[src/rtl/instr_mem_loader.sv]
// instr_mem_loader
// Assembles a little-endian byte stream into 32-bit words and writes them
// into an instruction store starting at a word-aligned base address.
//
// Ports
//   clk         system clock, rising-edge
//   reset       synchronous active-high reset
//   start       one-cycle load request, only honoured in IDLE
//   base_addr   byte address of the first word (bits [1:0] ignored)
//   word_count  number of words to load; 0 completes immediately
//   in_valid    byte-stream valid
//   in_data     byte-stream data
//   in_ready    loader accepts a byte this cycle
//   mem_we      word write strobe
//   mem_addr    word byte address, held between writes
//   mem_wdata   word data, held between writes
//   busy        load in progress (LOAD, WRITE, DONE)
//   done        one-cycle completion pulse
//   err         sticky out-of-range flag, cleared by the next accepted start
//
// state   | meaning
// --------+----------------------------------------------------------
// S_IDLE  | waiting for start
// S_LOAD  | accepting bytes 0..3 of the current word
// S_WRITE | one cycle: write the assembled word (if in range)
// S_DONE  | one cycle: completion pulse, then back to IDLE
module instr_mem_loader #(
    parameter int MEM_BYTES = 1024
) (
    input  logic        clk,
    input  logic        reset,
    input  logic        start,
    input  logic [31:0] base_addr,
    input  logic [15:0] word_count,
    input  logic        in_valid,
    input  logic [7:0]  in_data,
    output logic        in_ready,
    output logic        mem_we,
    output logic [31:0] mem_addr,
    output logic [31:0] mem_wdata,
    output logic        busy,
    output logic        done,
    output logic        err
);

    localparam logic [31:0] LAST_ADDR = 32'(MEM_BYTES - 4);

    typedef enum logic [1:0] {
        S_IDLE,
        S_LOAD,
        S_WRITE,
        S_DONE
    } state_t;

    state_t      r_state;
    state_t      w_next;

    logic [31:0] r_addr;
    logic [15:0] r_remaining;
    logic [1:0]  r_byte_idx;
    logic [23:0] r_asm;
    logic        r_mem_we;
    logic [31:0] r_mem_addr;
    logic [31:0] r_mem_wdata;
    logic        r_err;
    logic        r_done_zero;

    logic        w_xfer;
    logic        w_last_byte;
    logic        w_start_load;
    logic        w_start_zero;
    logic        w_in_range;

    assign w_xfer       = in_valid && (r_state == S_LOAD);
    assign w_last_byte  = w_xfer && (r_byte_idx == 2'd3);
    assign w_start_load = (r_state == S_IDLE) && start && (word_count != 16'd0);
    assign w_start_zero = (r_state == S_IDLE) && start && (word_count == 16'd0);
    assign w_in_range   = (r_addr <= LAST_ADDR);

    always_ff @(posedge clk) begin
        if (reset) begin
            r_state <= S_IDLE;
        end else begin
            r_state <= w_next;
        end
    end

    always_comb begin
        w_next = r_state;
        case (r_state)
            S_IDLE:  if (w_start_load) w_next = S_LOAD;
            S_LOAD:  if (w_last_byte) w_next = S_WRITE;
            S_WRITE: w_next = (r_remaining == 16'd1) ? S_DONE : S_LOAD;
            S_DONE:  w_next = S_IDLE;
            default: w_next = S_IDLE;
        endcase
    end

    // The write strobe and the held address/data are registered on the 4th
    // byte transfer so they are valid exactly during the WRITE cycle and stay
    // put afterwards. An out-of-range word leaves them untouched.
    always_ff @(posedge clk) begin
        if (reset) begin
            r_addr      <= 32'd0;
            r_remaining <= 16'd0;
            r_byte_idx  <= 2'd0;
            r_asm       <= 24'd0;
            r_mem_we    <= 1'b0;
            r_mem_addr  <= 32'd0;
            r_mem_wdata <= 32'd0;
            r_err       <= 1'b0;
            r_done_zero <= 1'b0;
        end else begin
            r_mem_we    <= 1'b0;
            r_done_zero <= w_start_zero;

            if (w_start_load) begin
                r_addr      <= base_addr & ~32'h3;
                r_remaining <= word_count;
                r_byte_idx  <= 2'd0;
                r_err       <= 1'b0;
            end

            if (w_start_zero) begin
                r_err <= 1'b0;
            end

            if (w_xfer) begin
                r_byte_idx <= r_byte_idx + 2'd1;
                case (r_byte_idx)
                    2'd0:    r_asm[7:0]   <= in_data;
                    2'd1:    r_asm[15:8]  <= in_data;
                    2'd2:    r_asm[23:16] <= in_data;
                    default: begin
                        if (w_in_range) begin
                            r_mem_we    <= 1'b1;
                            r_mem_addr  <= r_addr;
                            r_mem_wdata <= {in_data, r_asm};
                        end
                    end
                endcase
            end

            if (r_state == S_WRITE) begin
                r_addr      <= r_addr + 32'd4;
                r_remaining <= r_remaining - 16'd1;
                r_byte_idx  <= 2'd0;
                if (!w_in_range) begin
                    r_err <= 1'b1;
                end
            end
        end
    end

    assign in_ready  = (r_state == S_LOAD);
    assign busy      = (r_state != S_IDLE);
    assign done      = (r_state == S_DONE) || r_done_zero;
    assign mem_we    = r_mem_we;
    assign mem_addr  = r_mem_addr;
    assign mem_wdata = r_mem_wdata;
    assign err       = r_err;

endmodule

[config.mk]
export PLATFORM = sky130hd
export DESIGN_NAME = instr_mem_loader
export DESIGN_NICKNAME = d
export VERILOG_FILES = /design/src/rtl/instr_mem_loader.sv
export SDC_FILE = /design/constraint.sdc
export NUM_CORES = 1
export LEC_CHECK = 0
export BUFFER_PORTS_ARGS = -buffer_cell sky130_fd_sc_hd__buf_2
export CAP_MARGIN = 20
export CORE_ASPECT_RATIO = 1.1
export CORE_UTILIZATION = 60
export CTS_BUF_LIST = sky130_fd_sc_hd__clkbuf_8
export CTS_CLUSTER_SIZE = 8
export DETAILED_ROUTE_END_ITERATION = 10
export PLACE_DENSITY_LB_ADDON = 0.05
export SLEW_MARGIN = 40
export SYNTH_ARGS = -nofsm -noshare
export SYNTH_HDL_FRONTEND = slang
export SYNTH_SLANG_ARGS = --single-unit
[constraint.sdc]
create_clock -name clk -period 4.9 [get_ports clk]
set_clock_uncertainty 0.15 [all_clocks]
set_input_delay 0.49 -clock clk [delete_from_list [all_inputs] [get_ports clk]]
set_output_delay 0.49 -clock clk [all_outputs]
set_load 0.02 [all_outputs]
==> results of run 1 <==
cell usage after synthesis (8+ instances only):
| cell | number | share of area |
|---|---|---|
| a31oi_1 | 15 | 0.016 |
| nand4_1 | 11 | 0.012 |
| nor3_1 | 20 | 0.017 |
| clkbuf_1 | 30 | 0.019 |
| a2bb2oi_1 | 10 | 0.015 |
| o211ai_1 | 10 | 0.013 |
| dfxtp_1 | 139 | 0.48 |
| ha_1 | 8 | 0.017 |
| nand3_1 | 21 | 0.018 |
| and2_1 | 26 | 0.028 |
| nand2_1 | 166 | 0.11 |
| nor4_1 | 10 | 0.011 |
| a21oi_1 | 106 | 0.092 |
| o21ai_0 | 8 | 0.0069 |
| buf_2 | 9 | 0.0078 |
| nor2_1 | 23 | 0.015 |
kinds of logic after synthesis:
| kind of cell | Yosys count | share of synthesized area |
|---|---|---|
| compound gates | 180 | 0.191 |
| fa+ha+maj | 8 | 0.0173 |
| buf+inv | 49 | 0.0363 |
| flops | 139 | 0.480 |
| mux | 1 | 0.00194 |
| other cells | 1 | 0.000647 |
| simple gates | 320 | 0.273 |
state kept, by name (all words and copies together), names as in the netlist:
register and count:
err 1, mem_addr 30, mem_wdata 32, mem_we 1
r_addr 30, r_asm 24, r_byte_idx 2, r_done_zero 1
r_remaining 16, r_state 2
layout by cell type, fill, tap and decap left out, drive strengths merged, types with 2 or more instances in the layout:
cell type and instances:
a2111oi 3, a211oi 6, a21oi 106, a2bb2oi 10
a31oi 15, a41oi 2, and2 26, and3 7
and3b 2, and4 3, buf 129, bufinv 2
clkbuf 18, clkinv 3, clkinvlp 3, conb 2
dfxtp 139, ha 8, inv 11, nand2 167
nand3 22, nand4 12, nor2 24, nor3 22
nor4 16, o211ai 10, o21ai 8, o21bai 2
o311ai 6, o31a 4, or2 2, or3 7
or4 4
critical path, stage by stage, from the launching register on:
cell and delay, ps:
dfxtp_1 390, or3b_1 480, a41oi_2 380, buf_4 450, nor2_2 180, o31a_1 330
nor3_1 180
power groups by stage:
stage | clock network, mW | logic (mW) | registers (mW)
2_1_floorplan | 0 | 0.122 | 1.21
3_3_place_gp | 0 | 0.172 | 1.22
3_5_place_dp | 0 | 0.177 | 1.22
4_1_cts | 0.947 | 0.179 | 1.20
5_1_grt | 1.01 | 0.197 | 1.20
6_report | 0.942 | 0.180 | 1.20
worst paths after layout:
path,end,depth (start not counted),slack [ps],start
hold / removal,r_addr[29],3,140,base_addr[29]
setup / recovery,r_remaining[2],6,2290,r_state[1]
hold reg to reg,mem_wdata[4],2,300,mem_wdata[4]
setup reg to reg,r_remaining[2],6,2290,r_state[1]
layer usage:
metal | GRT usage | part of all wire | wire (um) | vias up
met5 | 0 | 0 | 0 | -
met4 | 0.0991 | 0.019 | 269 | 0
met3 | 0.0619 | 0.054 | 765 | 30
met2 | 0.449 | 0.47 | 6620 | 207
met1 | 0.384 | 0.46 | 6420 | 2527
li1 | - | - | - | 2688
area by class of cell:
| type | instances | area [um2] | area share |
|---|---|---|---|
| multi-input combinational | 511 | 2810 | 0.412 |
| sequential | 139 | 2780 | 0.407 |
| timing repair buffer | 129 | 661 | 0.0967 |
| clock buffer | 18 | 248 | 0.0363 |
| clock inverter | 14 | 159 | 0.0233 |
| tap | 117 | 146 | 0.0214 |
| inverter | 5 | 18.8 | 0.00275 |
per-stage QoR:
stage          instances  hold slack (ps)  area, um2  power, mW
6_report             933              144       6830       2.32
5_1_grt              933              136       6830       2.41
4_1_cts              933              146       6830       2.32
3_5_place_dp         901              288       6420       1.40
3_3_place_gp         901              286       6420       1.39
2_1_floorplan        699              276       5800       1.33
==> impl_results.md, run 1 <==
* Max-slew violation count at 0
* Dpl ws at 2040 ps
* Sw frac at 0.265
* Die W at between 90 and 100 um
* P_leak at 2.72 nW
* Status: finished, final reports clean
* Share of cells above drive strength 1 at 0.222
* GPL Wtd Cong at 0.870
* CTS resizes at 0
* Power Density at 340 mW/mm2
* DRC at 0
* Worst slew margin at 0.486
* Mapped Area at about 0.0058 mm2
* Cells after Synth at about 700
* Wire per inst at between 15 and 20 um
* Starting Density at 0.620
* Critical path launch point type: register
* Part of the power in combinational logic at 0.078
* Seq/Total Area, Yosys at 0.480
* GRT Overall Usage at 0.286
* Final hold vios at 0
* Iter 0 DRT Violations at between 200 and 300
* CTS tree: yes
* EDFF count, synth at 0
* Crit path max fanout at 37
* Avg Cell Area, Syn at about 8.3 um2
* Post-CTS Hold Buffers at 0
* Vias in the first global route at between 4000 and 5000
* Final setup TNS at 0 ps
* HP Class: in -> reg
* Post-CTS Setup Inserts at 0
* Max rail drop VDD at ~0.00023 V
* RSZ-0062 raised after global routing: false
* Num Clock Sinks at 139
* Initial antenna violation count at 0
* Row count at 37
* CP arrival at between 2000 and 3000 ps
* Port Buf Inserts at 124
* H-Tree Depth at 4
* Routed WL at around 14000 um
* Tmin final at between 2000 and 3000 ps
* ANT cells at 0
* DR vias at 5452
* Pre-antenna DRT Iters at 5
* Async SR Flop Fraction at 0
* Distinct cell type count after synthesis at 56
* Main synth FF type: dfxtp_1
* Total congestion overflow at 0
* Clock power share at 0.406
* Crit. End Element: register
* Clk root buf: clkbuf_8
* I/O Pins at 129
* Synthesis-stage register bit count at ~140
* First-pass GRT wire length at around 23000 um
* Core ar. at roughly 0.0094 mm2
* HPWL Detailed at slightly above 9000 um
* Final Core Density at 0.730
* Nets at 871
* Worst-Margin Slew at between 700 and 800 ps
* Final period util at 0.534
* Die Y at roughly 110 um
* Worst-Skew Late Latency at about 430 ps
* Net Switching at approximately 0.62 mW
* Sequential share of power at 0.517
* Pint at about 1.7 mW
* DR vias/cell at between 5 and 6
* Die area at about 0.010 mm2
* Final worst setup slack at 2290 ps
* CP Class: reg -> reg
* CTS Buf Count at 17
* CTS max path bufs at 2
* Fill cell count at approximately 770
* Post-DRT Antenna Nets at 0
* Syn-to-layout area delta at 17.8%
* Fmax at ~0.38 GHz
* Final setup violation count at 0
* Largest net degree at the start of global routing at 74
* Clk slew on worst S/H paths at roughly 90 ps
* Critical Path RT at 5110 ps
* Synth Warn # at 0
* Max Cap Viol at 0
No activity file was read; power rests on OpenSTA's default activity.
==> run 2: changes to the inputs <==
--- a/config.mk
+++ b/config.mk
@@ -8,7 +8,7 @@
 export BUFFER_PORTS_ARGS = -buffer_cell sky130_fd_sc_hd__buf_2
 export CAP_MARGIN = 20
 export CORE_ASPECT_RATIO = 1.1
-export CORE_UTILIZATION = 60
+export CORE_UTILIZATION = 51
 export CTS_BUF_LIST = sky130_fd_sc_hd__clkbuf_8
 export CTS_CLUSTER_SIZE = 8
 export DETAILED_ROUTE_END_ITERATION = 10
==> constraint.sdc (replaced) <==
create_clock -name clk -period 2.4 [get_ports clk]
set_clock_uncertainty 0.15 [all_clocks]
set_input_delay 0.24 -clock clk [delete_from_list [all_inputs] [get_ports clk]]
set_output_delay 0.24 -clock clk [all_outputs]
set_load 0.02 [all_outputs]
==> impl_results.md, run 2 (synthesis gave the netlist of run 1 again) <==
* I/O Pins at about 130
* Hold Path Stages at 3
* RSZ-0062 raised after global routing: false
* Crit. End Element: register
* Most frequent cells in the layout: 166 x nand2_1, 139 x dfxtp_1, 123 x buf_2
* Worst-Margin Slew at about 570 ps
* P_leak at ~3 nW
* Final setup violation count at 0
* Clk slew on worst S/H paths at 80 ps
* Num Clock Sinks at 139
* H-Tree Depth at 4
* Max Cap Viol at 0
* Worst-Skew Late Latency at 430 ps
* Sw frac at 0.253
* Routed WL at 15100 um
* Syn-to-layout area delta at 29.7%
* Post-CTS Setup Inserts at 0
* DR vias/cell at 5.61
* Power Density at 648 mW/mm2
* Worst slew margin at 0.618
* Post-DRT Antenna Nets at 0
* CP Class: in -> reg
* Starting Density at 0.526
* Max reg flops at 32
* Pint at 3.63 mW
* Wire per inst at 14.8 um
* ANT cells at 0
* GPL Wtd Cong at around 0.87
* Core ar. at roughly 0.011 mm2
* Iter 0 DRT Violations at between 300 and 400
* Final setup TNS at 0 ps
* Initial antenna violation count at 0
* Part of the power in combinational logic at 0.094
* Die W at slightly above 100 um
* CTS Buf Count at 17
* Share of cells above drive strength 1 at 0.218
* Total congestion overflow at 0
* Max-slew violation count at 0
* Clk root buf: clkbuf_8
* Pre-antenna DRT Iters at 5
* Tmin final at roughly 2300 ps
* Sequential share of power at 0.502
* Port Buf Inserts at approximately 120
* Status: finished, final reports clean
* CP arrival at about 2500 ps
* Die area at ~0.012 mm2
* Largest net degree at the start of global routing at 118
* Fmax at between 0.4 and 0.5 GHz
* R2R depth at 6
* Final period util at 0.960
* CTS tree: yes
* First-pass GRT wire length at 24900 um
* CTS resizes at 0
* Crit path max fanout at 10
* Vias in the first global route at around 5300
* Die Y at about 110 um
* Critical Path RT at around 2600 ps
* HPWL Detailed at 10200 um
* Clock power share at 0.404
* Row count at 40
* HP Class: in -> reg
* Max rail drop VDD at ~0.00031 V
* Final Core Density at 0.683
* DR vias at approximately 5700
* Leading cell type in the layout, fill and taps excluded: nand2_1
* CTS max path bufs at 2
* Final hold vios at 0
* Net Switching at ~1.2 mW
* Critical path launch point type: input port
* GRT Overall Usage at 0.261
* DRC at 0
* Nets at just over 900
[run 2: cell types whose count changed in the layout (fill, tap and decap cells not counted), moves of 2 or more]
| cell | previous run | this run |
|---|---|---|
| dlygate4sd3_1 | 0 | 53 |
| buf_12 | 0 | 2 |
| buf_4 | 6 | 14 |
| inv_6 | 4 | 2 |
| clkinv_2 | 0 | 2 |
[run 2: critical path, stage by stage]
cell           delay, ps
dlygate4sd3_1        560
buf_2                150
nor4_2               510
a41oi_4              210
buf_4                230
or3_1                320
a211oi_1             270
[run 2: per-stage QoR]
| step | area [um2] | hold WS, ps | worst slack [ps] | instances | total power, mW |
|---|---|---|---|---|---|
| global route | 7520 | 6.34 | 3.16 | 1025 | 5.08 |
| floorplan | 5800 | 226 | 479 | 699 | 2.72 |
| CTS | 7510 | 4.86 | 179 | 1025 | 4.91 |
| global placement | 6570 | 285 | 328 | 941 | 2.86 |
| detailed placement | 6570 | 288 | 267 | 941 | 2.87 |
| finish | 7520 | 34.8 | 95.1 | 1025 | 4.87 |
[run 2: per-layer routing]
layer / part of all wire / track usage / vias up
li1: - / - / 2819
met1: 0.42 / 0.313 / 2682
met2: 0.50 / 0.457 / 209
met3: 0.050 / 0.0480 / 36
met4: 0.028 / 0.116 / 0
met5: 0 / 0 / -
[run 2: power groups by stage]
stage | Sequential, mW | Clock [mW] | Combinational, mW
4_1_cts | 2.44 | 2.02 | 0.447
3_3_place_gp | 2.49 | 0 | 0.369
6_report | 2.45 | 1.97 | 0.455
2_1_floorplan | 2.47 | 0 | 0.250
3_5_place_dp | 2.50 | 0 | 0.379
5_1_grt | 2.45 | 2.12 | 0.499
[run 2: repair_timing]
action	CTS	global route
hold endpoints to repair	77	0
endpoints found under the setup margin	0	0
hold buffers	53	0
[run 2: layout make-up]
| class | instances | area, um2 |
|---|---|---|
| inverters | 5 | 18.8 |
| clock buffers | 18 | 248 |
| fillers | 944 | 3490 |
| well taps | 147 | 184 |
| flip-flops and latches | 139 | 2780 |
| clock inverters | 13 | 166 |
| repair buffers | 192 | 1290 |
| multi-input cells | 511 | 2830 |
[run 2: worst paths after layout]
check	startpoint	end	slack, ps
worst min register to register	mem_wdata[31]	mem_wdata[31]	300
worst max-delay path	word_count[11]	r_byte_idx[1]	100
worst min-delay path	word_count[13]	r_remaining[13]	30
worst max register to register	r_addr[14]	mem_wdata[11]	230
